[src/rtl/bexkat1_intcalc_iter_pkg.sv]
// bexkat1Def: shared bexkat1 type definitions used by the integer unit.
//   intfunc_t       - T_INT/T_INTU operation codes (codes 12-15 are illegal)
//   intcalc_state_t - control states of bexkat1_intcalc_iter
// Helper functions classify an opcode as multiply, divide or signed.
package bexkat1Def;

    typedef enum logic [3:0] {
        INT_MUL   = 4'd0,
        INT_DIV   = 4'd1,
        INT_MOD   = 4'd2,
        INT_MULU  = 4'd3,
        INT_DIVU  = 4'd4,
        INT_MODU  = 4'd5,
        INT_MULX  = 4'd6,
        INT_MULUX = 4'd7,
        INT_EXT   = 4'd8,
        INT_EXTB  = 4'd9,
        INT_COM   = 4'd10,
        INT_NEG   = 4'd11
    } intfunc_t;

    typedef enum logic [2:0] {
        S_IDLE,
        S_MUL,
        S_DIV,
        S_FIX,
        S_DONE
    } intcalc_state_t;

    function automatic logic is_mul(input logic [3:0] f);
        return (f == INT_MUL) || (f == INT_MULU) || (f == INT_MULX) || (f == INT_MULUX);
    endfunction

    function automatic logic is_div(input logic [3:0] f);
        return (f == INT_DIV) || (f == INT_DIVU) || (f == INT_MOD) || (f == INT_MODU);
    endfunction

    function automatic logic is_signed_op(input logic [3:0] f);
        return (f == INT_MUL) || (f == INT_MULX) || (f == INT_DIV) || (f == INT_MOD);
    endfunction

endpackage

[src/rtl/bexkat1_intcalc_iter_divstep.sv]
// bexkat1_divstep: one combinational restoring-division step on unsigned values.
//   rem_i/quot_i  partial remainder and dividend-shift register (quotient bits
//                 enter at the bottom as dividend bits leave at the top)
//   div_i         divisor
//   rem_o/quot_o  the same pair after one step
// After WIDTH steps starting from rem=0, quot=dividend: quot=quotient, rem=remainder.
module bexkat1_divstep #(
    parameter int WIDTH = 32
) (
    input  logic [WIDTH-1:0] rem_i,
    input  logic [WIDTH-1:0] quot_i,
    input  logic [WIDTH-1:0] div_i,
    output logic [WIDTH-1:0] rem_o,
    output logic [WIDTH-1:0] quot_o
);

    logic [WIDTH:0] shifted;
    logic [WIDTH:0] diff;

    always_comb begin
        shifted = {rem_i, quot_i[WIDTH-1]};
        diff    = shifted - {1'b0, div_i};
        // The partial remainder is always below the divisor, so the top bit of
        // diff is a clean borrow flag.
        if (diff[WIDTH]) begin
            rem_o  = shifted[WIDTH-1:0];
            quot_o = {quot_i[WIDTH-2:0], 1'b0};
        end else begin
            rem_o  = diff[WIDTH-1:0];
            quot_o = {quot_i[WIDTH-2:0], 1'b1};
        end
    end

endmodule

[src/rtl/bexkat1_intcalc_iter.sv]
// bexkat1_intcalc_iter: multi-cycle integer unit for the bexkat1 T_INT/T_INTU path.
//   Iterative shift-add multiply, restoring divide (truncating), single-cycle
//   EXT/EXTB/COM/NEG. Iterations run on magnitudes; S_FIX applies signs.
// Ports:
//   clk_i, rst_i (async, active-high)
//   start_i, func_i, a_i, b_i   request (accepted while ready_o=1)
//   abort_i                     synchronous flush, beats start_i
//   ready_o, valid_o            idle / one-cycle result strobe
//   result_o, result_hi_o       result (low/high product half for MUL*)
//   divzero_o                   division by zero on this result
// Configuration macro: BEXKAT1_INTCALC_FASTMUL_EN selects a single-cycle
//   multiplier registered at accept instead of the iterative one.
module bexkat1_intcalc_iter
    import bexkat1Def::*;
#(
    parameter int WIDTH = 32
) (
    input  logic             clk_i,
    input  logic             rst_i,
    input  logic             start_i,
    input  logic [3:0]       func_i,
    input  logic [WIDTH-1:0] a_i,
    input  logic [WIDTH-1:0] b_i,
    input  logic             abort_i,
    output logic             ready_o,
    output logic             valid_o,
    output logic [WIDTH-1:0] result_o,
    output logic [WIDTH-1:0] result_hi_o,
    output logic             divzero_o
);

    localparam int CW = $clog2(WIDTH + 1);
    localparam logic [CW-1:0] CNT_LOAD = CW'(WIDTH - 1);

    intcalc_state_t state_q, state_d;
    logic [CW-1:0]    cnt_q, cnt_d;
    logic [WIDTH-1:0] result_q, result_d;
    logic [WIDTH-1:0] result_hi_q, result_hi_d;
    logic             divzero_q, divzero_d;

    logic [3:0]       func_q, func_d;
    logic             sa_q, sa_d;
    logic             sb_q, sb_d;
    logic             dz_q, dz_d;
    logic [WIDTH-1:0] opnd_q, opnd_d;      // multiplicand or divisor magnitude
    logic [WIDTH-1:0] acc_hi_q, acc_hi_d;  // product high half / partial remainder
    logic [WIDTH-1:0] acc_lo_q, acc_lo_d;  // multiplier+product low / dividend+quotient

    function automatic logic [WIDTH-1:0] apply_sign(input logic neg, input logic [WIDTH-1:0] x);
        return neg ? ('0 - x) : x;
    endfunction

    function automatic logic [2*WIDTH-1:0] apply_sign2(input logic neg,
                                                       input logic [2*WIDTH-1:0] x);
        return neg ? ('0 - x) : x;
    endfunction

    // Accept-side operand conditioning
    logic             a_sign, b_sign;
    logic [WIDTH-1:0] mag_a, mag_b;
    logic [WIDTH-1:0] unary_res;
    logic signed [15:0] ext_h;
    logic signed [7:0]  ext_b;

    always_comb begin
        a_sign = is_signed_op(func_i) & a_i[WIDTH-1];
        b_sign = is_signed_op(func_i) & b_i[WIDTH-1];
        mag_a  = apply_sign(a_sign, a_i);
        mag_b  = apply_sign(b_sign, b_i);
        ext_h  = a_i[15:0];
        ext_b  = a_i[7:0];
        unary_res = '0;
        case (func_i)
            INT_EXT:  unary_res = WIDTH'(ext_h);
            INT_EXTB: unary_res = WIDTH'(ext_b);
            INT_COM:  unary_res = ~a_i;
            INT_NEG:  unary_res = '0 - a_i;
            default:  unary_res = '0;
        endcase
    end

    // Iteration datapath
    logic [WIDTH-1:0] div_rem_nx, div_quot_nx;

    bexkat1_divstep #(.WIDTH(WIDTH)) u_divstep (
        .rem_i  (acc_hi_q),
        .quot_i (acc_lo_q),
        .div_i  (opnd_q),
        .rem_o  (div_rem_nx),
        .quot_o (div_quot_nx)
    );

`ifdef BEXKAT1_INTCALC_FASTMUL_EN
    logic [2*WIDTH-1:0] fast_prod;
    always_comb begin
        fast_prod = {{WIDTH{1'b0}}, mag_a} * {{WIDTH{1'b0}}, mag_b};
    end
`else
    logic [WIDTH:0]   mul_sum;
    logic [WIDTH-1:0] mul_hi_nx, mul_lo_nx;
    always_comb begin
        mul_sum   = {1'b0, acc_hi_q} + (acc_lo_q[0] ? {1'b0, opnd_q} : '0);
        mul_hi_nx = mul_sum[WIDTH:1];
        mul_lo_nx = {mul_sum[0], acc_lo_q[WIDTH-1:1]};
    end
`endif

    // Control: the final iteration step is folded into S_FIX together with the
    // sign fix, so S_MUL/S_DIV run WIDTH-1 cycles.
    logic [2*WIDTH-1:0] prod;

    always_comb begin
        state_d     = state_q;
        cnt_d       = cnt_q;
        result_d    = result_q;
        result_hi_d = result_hi_q;
        divzero_d   = divzero_q;
        func_d      = func_q;
        sa_d        = sa_q;
        sb_d        = sb_q;
        dz_d        = dz_q;
        opnd_d      = opnd_q;
        acc_hi_d    = acc_hi_q;
        acc_lo_d    = acc_lo_q;
        prod        = '0;

        if (abort_i && (state_q != S_IDLE)) begin
            state_d = S_IDLE;
            cnt_d   = '0;
        end else begin
            case (state_q)
                S_IDLE: begin
                    if (start_i && !abort_i) begin
                        func_d   = func_i;
                        sa_d     = a_sign;
                        sb_d     = b_sign;
                        dz_d     = 1'b0;
                        acc_hi_d = '0;
                        if (is_mul(func_i)) begin
`ifdef BEXKAT1_INTCALC_FASTMUL_EN
                            {acc_hi_d, acc_lo_d} = fast_prod;
                            state_d = S_FIX;
`else
                            opnd_d   = mag_a;
                            acc_lo_d = mag_b;
                            cnt_d    = CNT_LOAD;
                            state_d  = S_MUL;
`endif
                        end else if (is_div(func_i)) begin
                            if (b_i == '0) begin
                                // Skip iteration; keep raw a_i for MOD/MODU.
                                dz_d     = 1'b1;
                                acc_lo_d = a_i;
                                state_d  = S_FIX;
                            end else begin
                                opnd_d   = mag_b;
                                acc_lo_d = mag_a;
                                cnt_d    = CNT_LOAD;
                                state_d  = S_DIV;
                            end
                        end else begin
                            result_d    = unary_res;
                            result_hi_d = '0;
                            divzero_d   = 1'b0;
                            state_d     = S_DONE;
                        end
                    end
                end
                S_MUL: begin
`ifndef BEXKAT1_INTCALC_FASTMUL_EN
                    acc_hi_d = mul_hi_nx;
                    acc_lo_d = mul_lo_nx;
`endif
                    cnt_d = cnt_q - CW'(1);
                    if (cnt_q == CW'(1)) state_d = S_FIX;
                end
                S_DIV: begin
                    acc_hi_d = div_rem_nx;
                    acc_lo_d = div_quot_nx;
                    cnt_d    = cnt_q - CW'(1);
                    if (cnt_q == CW'(1)) state_d = S_FIX;
                end
                S_FIX: begin
                    state_d     = S_DONE;
                    divzero_d   = dz_q;
                    result_hi_d = '0;
                    if (is_mul(func_q)) begin
`ifdef BEXKAT1_INTCALC_FASTMUL_EN
                        prod = {acc_hi_q, acc_lo_q};
`else
                        prod = {mul_hi_nx, mul_lo_nx};
`endif
                        // sa/sb are already zero for the unsigned codes.
                        prod        = apply_sign2(sa_q ^ sb_q, prod);
                        result_hi_d = prod[2*WIDTH-1:WIDTH];
                        result_d    = prod[WIDTH-1:0];
                    end else if (dz_q) begin
                        result_d = ((func_q == INT_DIV) || (func_q == INT_DIVU)) ? '1 : acc_lo_q;
                    end else if ((func_q == INT_DIV) || (func_q == INT_DIVU)) begin
                        result_d = apply_sign(sa_q ^ sb_q, div_quot_nx);
                    end else begin
                        result_d = apply_sign(sa_q, div_rem_nx);
                    end
                end
                S_DONE:  state_d = S_IDLE;
                default: state_d = S_IDLE;
            endcase
        end
    end

    always_ff @(posedge clk_i or posedge rst_i) begin
        if (rst_i) begin
            state_q     <= S_IDLE;
            cnt_q       <= '0;
            result_q    <= '0;
            result_hi_q <= '0;
            divzero_q   <= 1'b0;
        end else begin
            state_q     <= state_d;
            cnt_q       <= cnt_d;
            result_q    <= result_d;
            result_hi_q <= result_hi_d;
            divzero_q   <= divzero_d;
        end
    end

    // Working registers are only read after an accept has loaded them.
    always_ff @(posedge clk_i) begin
        func_q   <= func_d;
        sa_q     <= sa_d;
        sb_q     <= sb_d;
        dz_q     <= dz_d;
        opnd_q   <= opnd_d;
        acc_hi_q <= acc_hi_d;
        acc_lo_q <= acc_lo_d;
    end

    assign ready_o     = (state_q == S_IDLE);
    assign valid_o     = (state_q == S_DONE);
    assign result_o    = result_q;
    assign result_hi_o = result_hi_q;
    assign divzero_o   = divzero_q;

endmodule

[config.mk]
export PLATFORM = sky130hd
export DESIGN_NAME = bexkat1_intcalc_iter
export DESIGN_NICKNAME = d
export VERILOG_FILES = /design/src/rtl/bexkat1_intcalc_iter_pkg.sv /design/src/rtl/bexkat1_intcalc_iter_divstep.sv /design/src/rtl/bexkat1_intcalc_iter.sv
export SDC_FILE = /design/constraint.sdc
export NUM_CORES = 1
export LEC_CHECK = 0
export ABC_AREA = 0
export BUFFER_PORTS_ARGS = -buffer_cell sky130_fd_sc_hd__buf_2
export CORE_ASPECT_RATIO = 1.1
export CORE_MARGIN = 8
export CORE_UTILIZATION = 60
export CTS_BUF_LIST = sky130_fd_sc_hd__clkbuf_8
export DETAILED_ROUTE_END_ITERATION = 7
export HOLD_SLACK_MARGIN = 0.03
export MAX_ROUTING_LAYER = met4
export PLACE_DENSITY = 0.79
export REMOVE_ABC_BUFFERS = 1
export SETUP_SLACK_MARGIN = 0.15
export SYNTH_ARGS = -nofsm -noshare
export SYNTH_HDL_FRONTEND = slang
export SYNTH_SLANG_ARGS = --single-unit
[constraint.sdc]
create_clock -name clk_i -period 6.8 [get_ports clk_i]
set_clock_uncertainty 0.15 [all_clocks]
set_input_delay 1.36 -clock clk_i [delete_from_list [all_inputs] [get_ports clk_i]]
set_output_delay 1.36 -clock clk_i [all_outputs]
set_load 0.005 [all_outputs]
## After elaboration in Yosys (flattened, before gate mapping)

Index checks and enable logic that the tools add are counted.

- Register bits after elaboration: 177
- Latch bits: 0
- RAM bits: 0
- ROM bits: 0
- Word-level logic and storage cells: 140
- Memories: 0

- Add/subtract/negate cells: 8
- Multiply operators: 0
- Divide/modulo/power cells: 0
- $lt $le $gt $ge: 0
- Equal/unequal tests: 30
- Shift operators: 0
- Multiplexer cells: 50
- Bitwise gates (word level): 6
- Reduce and logical (&&, ||, !) cells: 34

Operator list:

| operator | number |
|---|---|
| $mux W32 | 25 |
| $pmux W32 S3 | 2 |
| $pmux W32 S2 | 2 |
| $pmux W32 S4 | 1 |
| $sub A1 B32 Y32 const A | 4 |
| $mux W64 | 1 |
| $sub A1 B64 Y64 const A | 1 |
| $add A32 B32 Y33 | 1 |
| $sub A33 B32 Y33 | 1 |
| $logic_not A32 Y1 | 1 |
| $not A32 Y32 | 1 |
| $mux W6 | 5 |
| $eq A4 B3 Y1 const B | 7 |
| $eq A4 B4 Y1 const B | 4 |
| $mux W3 | 5 |
| $logic_or A1 B1 Y1 | 13 |
| $eq A4 B2 Y1 const B | 3 |
| $pmux W6 S2 | 1 |
| $reduce_and A5 Y1 | 2 |
| $ne A3 B1 Y1 const B | 3 |
| $pmux W3 S3 | 1 |
| $reduce_bool A3 Y1 | 3 |
| $eq A4 B1 Y1 const B | 2 |
| $logic_not A4 Y1 | 2 |
| 22 further kinds | 37 |

## Depth between registers and ports, before layout

Gate-level depths: netlist (run 1).

- Depth after elaboration: 11
- Depth in mapped cells: 25
- Depth with buffers taken out: 21

## Modules after synthesis

Synthesis (run 1) repeated with hierarchy kept, for this count alone.

- Cells, all modules: 2382
- Area total of the unflattened synthesis: 18726.7 sq um

Modules (own cells, without submodules):

| module | instances | cells an instance | area an instance (sq um) |
|---|---|---|---|
| bexkat1_intcalc_iter | 1 | 2046 | 16135.5 |
| bexkat1_divstep | 1 | 336 | 2591.2 |

## Worst setup path after synthesis (run 1)

No wires, ideal clock.

- Kind: reg-to-reg
- Start: register acc_lo_q[31]
- End: register result_q[20], in the netlist result_o[20]
- Setup time: 0.139 ns
- Arrival: 5.380 ns
- Data required time: 6.511 ns
- Slack: 1.131 ns
- Cell stages (with the launch flop): 26
- Buffers on the path: 4
- Cell sequence: edfxtp_1 clkbuf_1 inv_1 ha_1 fa_1 nand2b_1 a21o_1 a2111o_1 a21oi_4 o21a_1 buf_6 nor2_8 inv_2 clkbuf_1 clkbuf_1 nor2_1 a21oi_1 ha_1 nand3_1 or4_4 o2bb2ai_1 o41a_1 o21bai_1 xnor2_1 nor2_1 o221ai_1

- Word-level cells in the longest chain between the ends: 8
- Elaborated cells on any way between the ends: 11

RTL lines:

| element | RTL line | text |
|---|---|---|
| start: declaration | bexkat1_intcalc_iter.sv:47 | `logic [WIDTH-1:0] acc_lo_q, acc_lo_d;` |
| start signal: assignment | bexkat1_intcalc_iter.sv:235 | `acc_lo_q <= acc_lo_d;` |
| $sub A33 B32 Y33 | bexkat1_intcalc_iter_divstep.sv:22 | `diff = shifted - {1'b0, div_i};` |
| $mux W32 or $mux W1 (tied branches) | bexkat1_intcalc_iter_divstep.sv:25 | `if (diff[WIDTH]) begin` |
| $sub A1 B32 Y32 | bexkat1_intcalc_iter.sv:50 | `return neg ? ('0 - x) : x;` |
| $mux W32 | bexkat1_intcalc_iter.sv:50 |  |
| $mux W32 (*) | bexkat1_intcalc_iter.sv:199 | `end else if ((func_q == INT_DIV) \|\| (func_q == INT_DIVU)) begin` |
| $mux W32 (*) | bexkat1_intcalc_iter.sv:197 | `end else if (dz_q) begin` |
| $mux W32 (*) | bexkat1_intcalc_iter.sv:187 | `if (is_mul(func_q)) begin` |
| $pmux W32 S2 (*) | bexkat1_intcalc_iter.sv:131 | `case (state_q)` |
| end signal: assignment | bexkat1_intcalc_iter.sv:221 | `result_q <= result_d;` |
| end: declaration | bexkat1_intcalc_iter.sv:37 | `logic [WIDTH-1:0] result_q, result_d;` |

Mark *: on every way between the ends. The rest lies on a longest branch, timed or not.
A chain may end at the register's enable or synchronous reset.

## Final worst setup path (run 1)

- Start: register acc_lo_q[31]
- End: register result_q[28], in the netlist result_o[28]

The elaborated chain is that of the path after synthesis.

==> results of run 1 <==
logic make-up after synthesis:
family,Yosys count,synth area share (%)
muxes,28,1.53
AOI/OAI and AO/OA,867,28.8
buffers and inverters,271,5.71
adders and majority gates,73,4.93
DFF,177,26.3
and+or+nand+nor,801,20.1
xor gates and xnor gates,273,12.7
report_power, final:
group	switching [W]	internal (W)	leakage, nW
clock	0.000473	0.000300	0.184
combinational	0.00129	0.000712	5.82
sequential	0.000159	0.00129	1.94
total	0.00192	0.00231	7.95
metal layers:
metal,track usage (%),wire [um]
met5,-,0
met1,46.3,27400
met2,57.5,31200
met4,19.5,3830
met3,7.26,6880
cell usage in the layout (no fill, tap or decap), types with 14 or more instances in the layout:
cell type	n
dfrtp_1	74
and3_1	19
a31oi_1	38
nor4_1	28
xor2_1	130
nand4_1	15
or3_1	38
buf_4	40
xnor2_1	141
nand3_1	44
ha_1	71
o31ai_1	17
buf_2	138
clkbuf_8	17
nor2b_1	18
o21ai_1	15
inv_1	90
a21o_1	33
and2_1	19
nand2_1	231
edfxtp_1	103
nor3_1	55
o21ai_0	222
nand2b_1	19
o211ai_1	22
mux2i_1	24
nor2_1	260
o221ai_1	26
a22oi_1	33
a21oi_1	268
a211oi_1	14
o22ai_1	34
layout make-up:
cell class,count,area share (%)
multi-input combinational,2042,64.1
sequential,177,24.6
timing repair buffer,178,4.94
tap,420,2.62
inverter,95,1.78
clock buffer,17,1.17
clock inverter,15,0.742
antenna,2,0.0249
final timing paths:
kind,endpoint,cells past startpoint
min in group asynchronous,divzero_o$_DFFE_PP0P_,3
max in group asynchronous,result_hi_o[0]$_DFFE_PP0P_,3
worst min-delay path,result_hi_o[10]$_DFFE_PP0P_,2
worst max-delay path,result_o[28]$_DFFE_PP0P_,20
worst min register to register,result_hi_o[10]$_DFFE_PP0P_,2
worst max register to register,result_o[28]$_DFFE_PP0P_,20
flip-flops by register name, summed over array words and instances (netlist names):
name,flops
cnt_q,6
sb_q,1
opnd_q,32
state_q,3
result_o,32
sa_q,1
result_hi_o,32
acc_lo_q,32
func_q,4
dz_q,1
acc_hi_q,32
divzero_o,1
through the flow:
stage / cells / setup WS, ps / utilization [%]
CTS: 2944 / 1040 / 64.4
global placement: 2912 / 1180 / 63.2
finish: 2946 / 856 / 64.4
global route: 2946 / 652 / 64.4
floorplan: 2314 / 1190 / -
detailed placement: 2912 / 1070 / 63.2
worst min-delay path, cell delays in order (launching register included):
cell and delay (ps):
dfrtp_1 350, nand2_1 40, o21ai_0 50
==> impl_results.md, run 1 <==
* Final hold violation count at 0
* Synthesized cell area at 18800 sq um
* TritonCTS clock tree: yes
* Worst path buffer plus inverter count at 2
* Final GP Congestion at 0.973
* Outcome: completed
* Num CTS Buffers at 17
* Drt first-iter violations at 2178
* Gate Count Post-Synth at 2490
* Setup_tns at 0 ps
* Initial antenna violation count at 3
* Critical path's slowest cell: nor3_1
* Critical path fanouts, max at 9
* Largest net degree at the start of global routing at 87
* Hold buffers post-CTS at 0
* YS warnings at 0
* Max Fclk at 0.168 GHz
* Final hold slack at approximately 330 ps
* DR vias at 19842
* Data required, critical path at 7080 ps
* Crit Reg-Reg Startpoint: acc_lo_q[31]$_DFFE_PP_
* Worst relative slew slack at 16.1%
* Post-synth top area cell: edfxtp_1
* Fraction of the yosys area taken by sequential cells at roughly a quarter
* Top FF cell, synth: edfxtp_1
* Worst-path clk slew at 110 ps
* Post-DP HPWL at 52900 um
* Htree depth at 4
* Grt ovf at 0
* Final max-slew violation count at 0
* Finished Cell Area at between 20000 and 25000 sq um
* Crit path time final at 5940 ps
* Main area contributors after synthesis: edfxtp_1 (16%), dfrtp_1 (9.8%), a21oi_1 (7.1%), xnor2_1 (6.6%), xor2_1 (6.1%)
* Post-synth EDFFs at 103
* FF/Latch Area at 4940 sq um
* Share of cells above drive strength 1 at 10.6%
* Vias in the first global route at 18807
* Total Routed Length at 69300 um
* Clk buf depth at 2
* Total power at 0.00423 W
* Tcrit/Tclk final at roughly 90%
* Die height at 202 um
* Clock latency on the worst-skew pair at 520 ps
* Hold WC Path Type: flop to flop
* Port Buffer Count at 138
* # fillers at 2830
* Placed Area at 19700 sq um
* CP most frequent cell: ha_1
* Crit-path max cell delay at ~640 ps
* Cts repair resizes at 0
* Sink Count at about 180
* Area Overhead vs Synth at 6.57%
* Top-Level Pins at 139
* First drt pass iteration count at 6
* Final setup viols at 0
* Core region area at 31100 sq um
* #FFs+latches synth at around 180
* Per-cell routed wire length at 23.5 um
* Synth unique cells at 100
* Synth cell count leaders: a21oi_1 (269), nor2_1 (261), nand2_1 (231)
* Worst-path cell chain: inv_1 > ha_1 > fa_1 > nand2b_1 > a21o_1 > a2111o_1 > a21oi_4 > o21a_1 > nor2_8 > inv_2 > nor2_1 > a21oi_1 > ha_1 > nand3_1 > or4_4 > o2bb2ai_1 > nor3_1 > a31oi_1 > xor2_1 > o21ai_0
* Hold Startpoint: result_hi_o[10]$_DFFE_PP0P_
* Measured slew at the worst slew-check pin at between 1000 and 1500 ps
* First-pass GRT wire length at between 100000 and 150000 um
* Post-CTS Setup Bufs at 0
* # nets final at 2656
* Async set or reset register ratio after synthesis at about two fifths
* Area of the multi-input gates at 12900 sq um
* DRC viols at 0
* Top-area cell type share of the netlist area at between 10% and 20%
* Launch point of the worst path: acc_lo_q[31]$_DFFE_PP_
* Initial core utilization at 60.5%
* P per Cell Area at 211 nW/um^2
* Antenna-violating nets left at 0
* CP arrival at approximately 6200 ps
* Top-count cell post-synth: a21oi_1
* # rows at 68
* Crit-path leading delay family: compound AO/OA/AOI/OAI gates
* Category of the worst setup path launch point: flop
* Flop-to-flop setup slack at 860 ps
* Total GRT Usage at 37.5%
* Vias/cell at 6.74
* Clk Tree Root Cell: clkbuf_8
* Crit Path Class: flop to flop
* Full die area at 37300 sq um
* Worst Setup End Kind: flop
* Peak supply drop at 0.157 mV
* Max-cap violations at 0
* Lkg Pwr at 7.95 nW
* Syn Area/Cell at 7.56 sq um
* RSZ-0062 raised after global routing: false
* Die width at between 150 and 200 um
Note: power is estimated with default switching activity, not from simulation.
==> run 2, diff against run 1 <==
Settings changed: BUFFER_PORTS_ARGS -buffer_cell sky130_fd_sc_hd__buf_2 to unset, CELL_PAD_IN_SITES_DETAIL_PLACEMENT set to 0, CELL_PAD_IN_SITES_GLOBAL_PLACEMENT set to 1, CORE_UTILIZATION 60 to 50, DONT_BUFFER_PORTS set to 1, PLACE_DENSITY 0.79 to unset, PLACE_DENSITY_LB_ADDON set to 0.1.
==> run 2 against run 1 <==
Against the previous run:
- register-to-register slack improved by 260 ps
- largest cell class unchanged
- highest routed layer unchanged
- sequential share of layout area grew 0.64 points
- first-iteration DRC count down 24%
- flip-flop and latch count unchanged
- critical path depth is the same
- hold slack improved by 23 ps
- fmax rose by 4.6%
==> impl_results.md, run 2 (synthesis results as in run 1) <==
* Final hold slack at 353 ps (+22.5 ps)
* Worst-path clk slew at 110 ps (about the same)
* Switching power at 0.00185 W (-3.3%)
* Crit path time final at 5690 ps (-259 ps)
* Post-layout util at 52.7% (-12 points)
* Final GP Congestion at 0.971 (-0.17%)
* Share of cells above drive strength 1 at 5.64% (-5.0 points)
* Critical path fanouts, max at 9 (unchanged)
* Clock latency on the worst-skew pair at 530 ps (about the same)
* Most frequent cells in the layout: a21oi_1 (268), nor2_1 (260), nand2_1 (231)
* TritonCTS clock tree: yes
* Vias/cell at 6.51 (-3.3%)
* Measured slew at the worst slew-check pin at 1140 ps (-118 ps)
* Comb pwr share at 45.3% (-2.0 points)
* Total GRT Usage at 32.6% (-4.9 points)
* Worst relative slew slack at 23.6% (+7.6 points)
* Lkg Pwr at 7.39 nW (-7.1%)
* Hold WC Path Type: flop to flop
* Met3 usage at 5.07% (-2.2 points)
* Die width at 201 um (+8.7%)
* Flop-to-flop setup slack at 1110 ps (+260 ps)
* Worst path buffer plus inverter count at 1 (-1)
* Critical path's slowest cell: or4_4
* Cts repair resizes at 0 (unchanged)
* Met2 usage at 52.1% (-5.4 points)
* Hold buffers post-CTS at 0 (unchanged)
* Setup_tns at 0 ps (unchanged)
* Top-Level Pins at 139 (unchanged)
* Core region area at 37100 sq um (+19%)
* Crit-path max cell delay at 530 ps (-110 ps)
* Outcome: completed
* Clk Tree Root Cell: clkbuf_8
* Htree depth at 4 (unchanged)
* First drt pass iteration count at 5 (-1)
* Final max-slew violation count at 0 (unchanged)
* Clock group share of total power at 19.8% (+1.5 points)
* Sink Count at 177 (unchanged)
* Max-cap violations at 0 (unchanged)
* Crit-path leading delay family: compound AO/OA/AOI/OAI gates
* Worst Setup End Kind: flop
* Final worst slack at 1110 ps (+259 ps)
* Drt first-iter violations at 1658 (-24%)
* Placed cell count at 2854 (-2.0%)
* Initial antenna violation count at 3 (unchanged)
* Pre-CTS WS at 1160 ps (+97.2 ps)
* Post-DP HPWL at 55900 um (+5.8%)
* RSZ-0062 raised after global routing: false
* P per Cell Area at 215 nW/um^2 (+2.0%)
* Commonest non-fill, non-tap cell in the layout: a21oi_1
* Routing usage on met1 at 40.7% (-5.6 points)
* Net Sw Frac at 44.1% (-1.3 points)
* DR vias at 18798 (-5.3%)
* Busiest grt layer: met2
* Final hold violation count at 0 (unchanged)
* Grt ovf at 0 (unchanged)
* Largest net degree at the start of global routing at 75 (-14%)
* Worst-path cell chain: ha_1 > fa_1 > nand2b_1 > a21o_1 > a2111o_1 > a21oi_4 > o21a_1 > nor2_8 > inv_2 > nor2_1 > a21oi_1 > ha_1 > nand3_1 > or4_4 > o2bb2ai_1 > o41a_1 > o21bai_1 > xnor2_1 > nor2_1 > o221ai_1
* Post-Layout Cell Count at 2887 (-2.0%)
* Full die area at 44100 sq um (+18%)
* Num CTS Buffers at 17 (unchanged)
* DRC viols at 0 (unchanged)
* # rows at 74 (+8.8%)
* Final setup viols at 0 (unchanged)
* Area Overhead vs Synth at 3.85%
* Die height at 220 um (+8.8%)
* # nets final at 2524 (-5.0%)
* Data required, critical path at 7090 ps (about the same)
* First-pass GRT wire length at 109000 um (+2.1%)
* Total Routed Length at 71600 um (+3.3%)
* Antenna-violating nets left at 0 (unchanged)
* Max Fclk at 0.176 GHz (+4.6%)
* Post-CTS Setup Bufs at 0 (unchanged)
* Internal power at 0.00235 W (+1.7%)
* Initial core utilization at 50.7% (-9.8 points)
* Port Buffer Count at 0 (-100%)
* Crit Path Class: flop to flop
* Clk buf depth at 2 (unchanged)
* Peak supply drop at 0.121 mV (-23%)
* Per-cell routed wire length at 24.8 um (+5.5%)
* Category of the worst setup path launch point: flop
* Tcrit/Tclk final at 83.6% (-3.8 points)
* Vias in the first global route at 17990 (-4.3%)
* Seq pwr share at 34.9% (+0.5 points)
* CP arrival at 5970 ps (-250 ps)
[run 2: final cells by class]
type	count	area (sq um)
Sequential cell	177	4940
Clock inverter	14	179
Fill cell	3727	17600
Antenna cell	1	2.50
Inverter	95	358
Multi-Input combinational cell	2042	12900
Tap cell	494	618
Timing Repair Buffer	46	345
Clock buffer	18	248
[run 2: worst paths after layout]
check | to | startpoint | cells after the start
setup / recovery | result_o[20]$_DFFE_PP0P_ | opnd_q[0]$_DFFE_PP_ | 20
hold / removal | cnt_q[4]$_DFFE_PP0P_ | cnt_q[4]$_DFFE_PP0P_ | 1
setup reg to reg | result_o[20]$_DFFE_PP0P_ | opnd_q[0]$_DFFE_PP_ | 20
hold reg to reg | cnt_q[4]$_DFFE_PP0P_ | cnt_q[4]$_DFFE_PP0P_ | 1
max in group asynchronous | result_hi_o[0]$_DFFE_PP0P_ | rst_i | 2
min in group asynchronous | cnt_q[1]$_DFFE_PP0P_ | rst_i | 2
[run 2: per-stage QoR]
stage                     total power [W]  cell area (sq um)
after global placement            0.00333              19100
after detailed placement          0.00334              19100
after global routing              0.00443              19600
after CTS                         0.00417              19600
after floorplan                   0.00274              18100
final                             0.00420              19600
[run 2: worst reg2reg max path: stages (launching register included)]
cell and delay (ps):
edfxtp_1 410, ha_1 250, fa_1 430, nand2b_1 210, a21o_1 220, a2111o_1 480
a21oi_4 220, o21a_1 470, nor2_8 80, inv_2 150, nor2_1 60, a21oi_1 240
ha_1 260, nand3_1 130, or4_4 530, o2bb2ai_1 190, o41a_1 520, o21bai_1 190
xnor2_1 180, nor2_1 60, o221ai_1 190
[run 2: power groups by stage]
stage                     combinational (W)  clock (W)  sequential, W
after global routing                0.00207   0.000871        0.00148
after floorplan                     0.00132          0        0.00142
final                               0.00190   0.000833        0.00146
after global placement              0.00184          0        0.00148
after CTS                           0.00187   0.000836        0.00146
after detailed placement            0.00185          0        0.00149
[run 2: routing by layer]
layer  wire length, um  share of wire (%)  vias to the layer above
met2             33000                 46                      881
met1             29800                 42                     8923
met4              3170                4.4                        0
met3              5600                7.8                      140
met5                 0                  0                        -
li1                  -                  -                     8854
